File: src/rtl/pong_ball_engine_if.sv
`default_nettype none
// ============================================================================
// Module      : pong_ball_engine_if
// Description : Frame/serve/paddle inputs and ball/score outputs of the engine.
// Revision    : 1.0 - initial release
// ============================================================================
interface pong_ball_engine_if;
    logic       frame_tick;
    logic       serve;
    logic [4:0] paddle_y;
    logic [4:0] ball_x;
    logic [4:0] ball_y;
    logic       playing;
    logic       miss;
    logic [7:0] hit_count;
    logic [7:0] miss_count;

    modport master (
        output frame_tick, serve, paddle_y,
        input  ball_x, ball_y, playing, miss, hit_count, miss_count
    );

    modport slave (
        input  frame_tick, serve, paddle_y,
        output ball_x, ball_y, playing, miss, hit_count, miss_count
    );
endinterface
`default_nettype wire

File: src/rtl/pong_ball_engine.sv
`default_nettype none
// ============================================================================
// Module      : pong_ball_engine
// Description : Pong ball motion, wall/paddle bounce, serve/miss FSM, scores.
// Revision    : 1.0 - initial release
// ============================================================================
module pong_ball_engine #(
    parameter int GRID_W       = 32,
    parameter int GRID_H       = 24,
    parameter int PADDLE_X     = 3,
    parameter int PADDLE_LEN   = 5,
    parameter int SPEED_FRAMES = 4,
    parameter int MISS_FRAMES  = 60,
    parameter int START_X      = 5,
    parameter int START_Y      = 5
) (
    input  logic              clk,
    input  logic              rst,
    pong_ball_engine_if.slave bus
);
    localparam int FC_W = (SPEED_FRAMES > 1) ? $clog2(SPEED_FRAMES) : 1;
    localparam int MC_W = (MISS_FRAMES > 1) ? $clog2(MISS_FRAMES) : 1;

    localparam logic [1:0] S_IDLE = 2'd0;
    localparam logic [1:0] S_PLAY = 2'd1;
    localparam logic [1:0] S_MISS = 2'd2;

    localparam logic [4:0]      c_start_x    = 5'(START_X);
    localparam logic [4:0]      c_start_y    = 5'(START_Y);
    localparam logic [4:0]      c_right_col  = 5'(GRID_W - 1);
    localparam logic [4:0]      c_bottom_row = 5'(GRID_H - 1);
    localparam logic [4:0]      c_paddle_col = 5'(PADDLE_X + 1);
    localparam logic [5:0]      c_paddle_ext = 6'(PADDLE_LEN - 1);
    localparam logic [FC_W-1:0] c_frame_last = FC_W'(SPEED_FRAMES - 1);
    localparam logic [MC_W-1:0] c_miss_last  = MC_W'(MISS_FRAMES - 1);

    logic [1:0]      r_state,      w_state_nxt;
    logic [4:0]      r_ball_x,     w_ball_x_nxt;
    logic [4:0]      r_ball_y,     w_ball_y_nxt;
    logic            r_dir_right,  w_dir_right_nxt;
    logic            r_dir_down,   w_dir_down_nxt;
    logic [FC_W-1:0] r_frame_cnt,  w_frame_cnt_nxt;
    logic [MC_W-1:0] r_miss_ticks, w_miss_ticks_nxt;
    logic [7:0]      r_hit_count,  w_hit_count_nxt;
    logic [7:0]      r_miss_count, w_miss_count_nxt;
    logic            r_miss,       w_miss_nxt;

    // Widened to 6 bits so paddle_y + PADDLE_LEN - 1 cannot wrap past row 31.
    logic [5:0] w_pad_lo, w_pad_hi, w_ball_y6;
    logic       w_at_paddle, w_at_left;

    assign w_pad_lo    = {1'b0, bus.paddle_y};
    assign w_pad_hi    = w_pad_lo + c_paddle_ext;
    assign w_ball_y6   = {1'b0, r_ball_y};
    assign w_at_paddle = !r_dir_right && (r_ball_x == c_paddle_col) &&
                         (w_ball_y6 >= w_pad_lo) && (w_ball_y6 <= w_pad_hi);
    assign w_at_left   = !r_dir_right && (r_ball_x == 5'd0);

    always_ff @(posedge clk) begin
        if (rst) begin
            r_state      <= S_IDLE;
            r_ball_x     <= c_start_x;
            r_ball_y     <= c_start_y;
            r_dir_right  <= 1'b1;
            r_dir_down   <= 1'b1;
            r_frame_cnt  <= '0;
            r_miss_ticks <= '0;
            r_hit_count  <= 8'd0;
            r_miss_count <= 8'd0;
            r_miss       <= 1'b0;
        end else begin
            r_state      <= w_state_nxt;
            r_ball_x     <= w_ball_x_nxt;
            r_ball_y     <= w_ball_y_nxt;
            r_dir_right  <= w_dir_right_nxt;
            r_dir_down   <= w_dir_down_nxt;
            r_frame_cnt  <= w_frame_cnt_nxt;
            r_miss_ticks <= w_miss_ticks_nxt;
            r_hit_count  <= w_hit_count_nxt;
            r_miss_count <= w_miss_count_nxt;
            r_miss       <= w_miss_nxt;
        end
    end

    always_comb begin
        w_state_nxt      = r_state;
        w_ball_x_nxt     = r_ball_x;
        w_ball_y_nxt     = r_ball_y;
        w_dir_right_nxt  = r_dir_right;
        w_dir_down_nxt   = r_dir_down;
        w_frame_cnt_nxt  = r_frame_cnt;
        w_miss_ticks_nxt = r_miss_ticks;
        w_hit_count_nxt  = r_hit_count;
        w_miss_count_nxt = r_miss_count;
        w_miss_nxt       = 1'b0;

        case (r_state)
            S_IDLE: begin
                w_ball_x_nxt    = c_start_x;
                w_ball_y_nxt    = c_start_y;
                w_dir_right_nxt = 1'b1;
                w_dir_down_nxt  = 1'b1;
                if (bus.serve) begin
                    w_state_nxt     = S_PLAY;
                    w_frame_cnt_nxt = '0;
                end
            end
            S_PLAY: begin
                if (bus.frame_tick) begin
                    if (r_frame_cnt != c_frame_last) begin
                        w_frame_cnt_nxt = r_frame_cnt + 1'b1;
                    end else begin
                        w_frame_cnt_nxt = '0;
                        if (w_at_left) begin
                            // Ball leaves the field: freeze both axes where it is.
                            w_state_nxt      = S_MISS;
                            w_miss_nxt       = 1'b1;
                            w_miss_ticks_nxt = '0;
                            if (r_miss_count != 8'hFF)
                                w_miss_count_nxt = r_miss_count + 8'd1;
                        end else begin
                            if (r_dir_right) begin
                                if (r_ball_x == c_right_col) begin
                                    w_dir_right_nxt = 1'b0;
                                    w_ball_x_nxt    = r_ball_x - 5'd1;
                                end else begin
                                    w_ball_x_nxt    = r_ball_x + 5'd1;
                                end
                            end else if (w_at_paddle) begin
                                w_dir_right_nxt = 1'b1;
                                w_ball_x_nxt    = r_ball_x + 5'd1;
                                if (r_hit_count != 8'hFF)
                                    w_hit_count_nxt = r_hit_count + 8'd1;
                            end else begin
                                w_ball_x_nxt    = r_ball_x - 5'd1;
                            end

                            if (r_dir_down) begin
                                if (r_ball_y == c_bottom_row) begin
                                    w_dir_down_nxt = 1'b0;
                                    w_ball_y_nxt   = r_ball_y - 5'd1;
                                end else begin
                                    w_ball_y_nxt   = r_ball_y + 5'd1;
                                end
                            end else if (r_ball_y == 5'd0) begin
                                w_dir_down_nxt = 1'b1;
                                w_ball_y_nxt   = r_ball_y + 5'd1;
                            end else begin
                                w_ball_y_nxt   = r_ball_y - 5'd1;
                            end
                        end
                    end
                end
            end
            S_MISS: begin
                if (bus.frame_tick) begin
                    if (r_miss_ticks == c_miss_last) begin
                        w_state_nxt      = S_IDLE;
                        w_miss_ticks_nxt = '0;
                        w_ball_x_nxt     = c_start_x;
                        w_ball_y_nxt     = c_start_y;
                        w_dir_right_nxt  = 1'b1;
                        w_dir_down_nxt   = 1'b1;
                    end else begin
                        w_miss_ticks_nxt = r_miss_ticks + 1'b1;
                    end
                end
            end
            default: begin
                w_state_nxt = S_IDLE;
            end
        endcase
    end

    assign bus.ball_x     = r_ball_x;
    assign bus.ball_y     = r_ball_y;
    assign bus.playing    = (r_state == S_PLAY);
    assign bus.miss       = r_miss;
    assign bus.hit_count  = r_hit_count;
    assign bus.miss_count = r_miss_count;
endmodule
`default_nettype wire

File: src/flat_wrapper.sv
// flat-port wrapper written by rule: the top's interface ports become plain ports
module pong_ball_engine_flat 
#(
    parameter int GRID_W       = 32,
    parameter int GRID_H       = 24,
    parameter int PADDLE_X     = 3,
    parameter int PADDLE_LEN   = 5,
    parameter int SPEED_FRAMES = 4,
    parameter int MISS_FRAMES  = 60,
    parameter int START_X      = 5,
    parameter int START_Y      = 5
)
  (clk, rst, bus_frame_tick, bus_serve, bus_paddle_y, bus_ball_x, bus_ball_y, bus_playing, bus_miss, bus_hit_count, bus_miss_count);
  pong_ball_engine_if bus_i ();
  input  logic clk;
  input  logic rst;
  input wire logic [$bits(bus_i.frame_tick)-1:0] bus_frame_tick;
  input wire logic [$bits(bus_i.serve)-1:0] bus_serve;
  input wire logic [$bits(bus_i.paddle_y)-1:0] bus_paddle_y;
  output wire logic [$bits(bus_i.ball_x)-1:0] bus_ball_x;
  output wire logic [$bits(bus_i.ball_y)-1:0] bus_ball_y;
  output wire logic [$bits(bus_i.playing)-1:0] bus_playing;
  output wire logic [$bits(bus_i.miss)-1:0] bus_miss;
  output wire logic [$bits(bus_i.hit_count)-1:0] bus_hit_count;
  output wire logic [$bits(bus_i.miss_count)-1:0] bus_miss_count;
  assign bus_i.frame_tick = bus_frame_tick;
  assign bus_i.serve = bus_serve;
  assign bus_i.paddle_y = bus_paddle_y;
  assign bus_ball_x = bus_i.ball_x;
  assign bus_ball_y = bus_i.ball_y;
  assign bus_playing = bus_i.playing;
  assign bus_miss = bus_i.miss;
  assign bus_hit_count = bus_i.hit_count;
  assign bus_miss_count = bus_i.miss_count;
  pong_ball_engine #(.GRID_W(GRID_W), .GRID_H(GRID_H), .PADDLE_X(PADDLE_X), .PADDLE_LEN(PADDLE_LEN), .SPEED_FRAMES(SPEED_FRAMES), .MISS_FRAMES(MISS_FRAMES), .START_X(START_X), .START_Y(START_Y)) u_core (.clk(clk), .rst(rst), .bus(bus_i));
endmodule
File: config.mk
export PLATFORM = sky130hd
export DESIGN_NAME = pong_ball_engine_flat
export DESIGN_NICKNAME = d
export VERILOG_FILES = /design/src/rtl/pong_ball_engine_if.sv /design/src/rtl/pong_ball_engine.sv /design/src/flat_wrapper.sv
export SDC_FILE = /design/constraint.sdc
export NUM_CORES = 1
export LEC_CHECK = 0
export BUFFER_PORTS_ARGS = -buffer_cell sky130_fd_sc_hd__buf_2
export CORE_ASPECT_RATIO = 1.25
export CORE_MARGIN = 3
export CORE_UTILIZATION = 57
export CTS_BUF_LIST = sky130_fd_sc_hd__clkbuf_8
export CTS_CLUSTER_SIZE = 14
export DETAILED_ROUTE_END_ITERATION = 7
export PLACE_DENSITY_LB_ADDON = 0.05
export REMOVE_ABC_BUFFERS = 1
export SLEW_MARGIN = 20
export SYNTH_ARGS = -nofsm -noshare
export SYNTH_HDL_FRONTEND = slang
export SYNTH_SLANG_ARGS = --single-unit
File: constraint.sdc
create_clock -name clk -period 5.23 [get_ports clk]
set_clock_uncertainty 0.05 [all_clocks]
set_input_delay 0.2615 -clock clk [delete_from_list [all_inputs] [get_ports clk]]
set_output_delay 0.2615 -clock clk [all_outputs]
set_load 0.01 [all_outputs]
==> impl_results.md <==
- Final Cell Area: 2628 um^2
- VDD IR-drop max: 0.0001639 V
- Clock transition at path regs: 0.08 ns
- Final setup viols: 0
- Largest cells by area after synthesis: dfxtp_1 33%, ha_1 10%, nor2_1 6.4%
- Tightest Pin Transition: 0.8217 ns
- Prevailing post-synth register cell: dfxtp_1
- CP cell instances: inv_1, ha_1, or4b_4, or4_4, a31oi_4, and4_4, nand3_1, xor2_1, nor2_1
- Worst Min Path Start: bus_serve
- Mapped Area: 2349 um^2
- Layout Cells excl Fill: 368
- Core box area: 3879 um^2
- Setup_tns: 0 ns
- CP max-delay cell: or4_4
- Total GRT Usage: 20.02%
- DRT antenna net count: 0
- P&R area growth vs syn: 11.88%
- Placed inst area: 2539 um^2
- Yosys reg bits: 39
- DP Wirelength: 3.352 mm
- Pleak: 1.151 nW
- Post-CTS Setup Bufs: 0
- Clock sink total: 39
- 1st-pass router iterations: 4
- Crit. Startpoint: u_core.bus.ball_x[0]
- Hold EP: u_core.r_state[0]
- CTS resizes: 0
- CP arrival: 2.79 ns
- Dpl cells: 360
- Vias: 2035
- Via/cell ratio: 5.530
- Die H: 77.77 um
- Die area: 4931 um^2
- Ys async rst share: 0%
- DRC Markers: 0
- First-pass GRT wire length: 8.128 mm
- Number of H-tree levels: 2
- Cts hold-fix bufs: 0
- Worst R2R Path Depth: 9
- Crit path time final: 2.684 ns
- Relative slew slack: 45.02%
- TritonCTS clock tree: built
- Area leader, netlist: dfxtp_1
- Final nets: 341
- CP Max Fanout: 7
- CP max stage delay: 0.54 ns
- Power Dens Cells: 202.6 nW/um^2
- Synthesized area per cell: 8.299 um^2
- Clock buffer depth: 2
- Max cap viols: 0
- Critical path class: flip-flop to flip-flop
- Ys Warns: 0
- IO Pins: 37
- Hold path cells: 3
- Startpoint Class: flip-flop
- DR WL/cell: 12.52 um
- Initial Util: 60.55%
- Worst-Skew Late Latency: 0.29 ns
- Critical Path RT: 5.34 ns
- Post-synth EDFFs: 0
- Row cnt: 25
- Initial antenna violation count: 0
- Number of global-route vias before repair: 1843
- # port buffers: 36
- Gp weighted congestion: 0.8133
- Starting DRT DRC Count: 61
- Post-synthesis cell count: 283
- Root Driver: clkbuf_8
- Reg2reg setup slack: 2.55 ns
- Post-detailed-routing wire length: 4.608 mm
- Crit Reg-Reg Endpoint: u_core.bus.miss_count[7]
- Status: complete, no violations
- Max Slew Vio Count: 0
- Fmax: 372.6 MHz
- Die X: 63.41 um
- Critical Path End Type: flip-flop
- Layout cell share with drive strength beyond 1: 16.56%
- Hold Violations, Final: 0
- Filler cells: 371
- Number of diodes: 0
- Post-synth top area share: 33.24%
- Post-synthesis cell type count: 47
- RR Startpoint: u_core.bus.ball_x[0]
- HP Class: input port to flip-flop
- CTS Buf Count: 5
- Largest net degree at the start of global routing: 38
- Final Cycle Share: 51.32%
- Sequential area share after synthesis: 33.24%
- Grt total ovfl: 0
- RSZ-0062 raised after global routing: false
layout by cell type, fill, tap and decap left out, drive strengths merged, types with 8 or more instances in the layout:
cell type  instances
a21oi             18
buf               36
dfxtp             39
ha                19
inv               14
nand2             17
nand3              8
nand4              8
nor2              40
nor3               8
xnor2             10
xor2              14
registers in the layout (all words and copies together) (netlist names):
name / count
u_core.bus.ball_x: 5
u_core.bus.ball_y: 5
u_core.bus.hit_count: 8
u_core.bus.miss: 1
u_core.bus.miss_count: 8
u_core.r_dir_down: 1
u_core.r_dir_right: 1
u_core.r_frame_cnt: 2
u_core.r_miss_ticks: 6
u_core.r_state: 2
worst max path at each step:
stage	endpoint	cells past startpoint	slack [ns]
final	u_core.bus.miss_count[7]	9	2.55
after CTS	u_core.bus.miss_count[7]	9	2.54
after detailed placement	u_core.bus.hit_count[4]	11	2.52
after floorplan	u_core.bus.miss_count[7]	9	2.71
after global placement	u_core.bus.miss_count[7]	9	2.57
after global routing	u_core.bus.hit_count[4]	8	2.29
stage by stage:
stage          util (%)  hold slack [ns]  total power [W]  worst slack (ns)
4_1_cts           67.74           0.1986        0.0005420             2.538
5_1_grt           67.74           0.2223        0.0005527             2.292
3_5_place_dp      65.45           0.4158        0.0003382             2.518
3_3_place_gp      65.45           0.4123        0.0003376             2.570
2_1_floorplan         -           0.2806        0.0003247             2.712
6_report          67.74           0.2161        0.0005324             2.546
critical path, delay by kind of cell (launching register included):
kind,cells,cell delay (ns)
AO/OA/AOI/OAI,1,0.25
XOR/XNOR,1,0.14
adder cells (fa/ha/maj),1,0.16
buffers and inverters,1,0.10
flip-flops,1,0.37
AND/OR/NAND/NOR,5,1.46
where the power goes:
group	total, W	internal, W	leakage (nW)	switching (W)
Clock	0.000201	0.0000927	0.0402	0.000109
Sequential	0.000299	0.000298	0.315	0.00000135
Combinational	0.0000318	0.0000116	0.796	0.0000202
cell families (layout without fill, tap and decap cells):
group           Yosys count  after routing  synth area share (%)
simple gates            117            117                 26.05
compound gates           52             52                 14.76
flops                    39             39                 33.24
buf+inv                  27             58                 4.688
xor+xnor                 24             24                 8.950
fa+ha+maj                19             19                 10.12
mux                       5              5                 2.184
cells in the mapped netlist (all sizes together), types with 3 or more instances:
library cell  instances
nor2                 40
a211oi                4
clkbuf               10
a21oi                18
nand3                 8
o21bai                3
nand4                 8
xnor2                10
nand2                17
a22oi                 3
o21ai                 7
buf                   3
ha                   19
mux2i                 4
a31oi                 3
dfxtp                39
inv                  14
and3                  7
nand2b                6
nor3                  8
or3                   4
nor2b                 7
xor2                 14
layer usage:
metal | wire length [um] | share of wire, % | global-route usage (%) | up-vias
met1 | 2205 | 48 | 25.56 | 938
met4 | 63 | 1.4 | 6.479 | 0
met2 | 2168 | 47 | 33.33 | 31
li1 | - | - | - | 1059
met3 | 170 | 3.7 | 4.342 | 7
met5 | 0 | 0 | 0 | -
cell type report:
| type | instances | area (um^2) | share of cell area, % |
|---|---|---|---|
| Clock inverter | 3 | 20.02 | 0.7619 |
| Timing Repair Buffer | 36 | 180.2 | 6.857 |
| Inverter | 14 | 52.55 | 2.000 |
| Sequential cell | 39 | 780.7 | 29.71 |
| Tap cell | 54 | 67.56 | 2.571 |
| Multi-Input combinational cell | 217 | 1458 | 55.48 |
| Clock buffer | 5 | 68.82 | 2.619 |
Power figures use the tool's default switching activity.
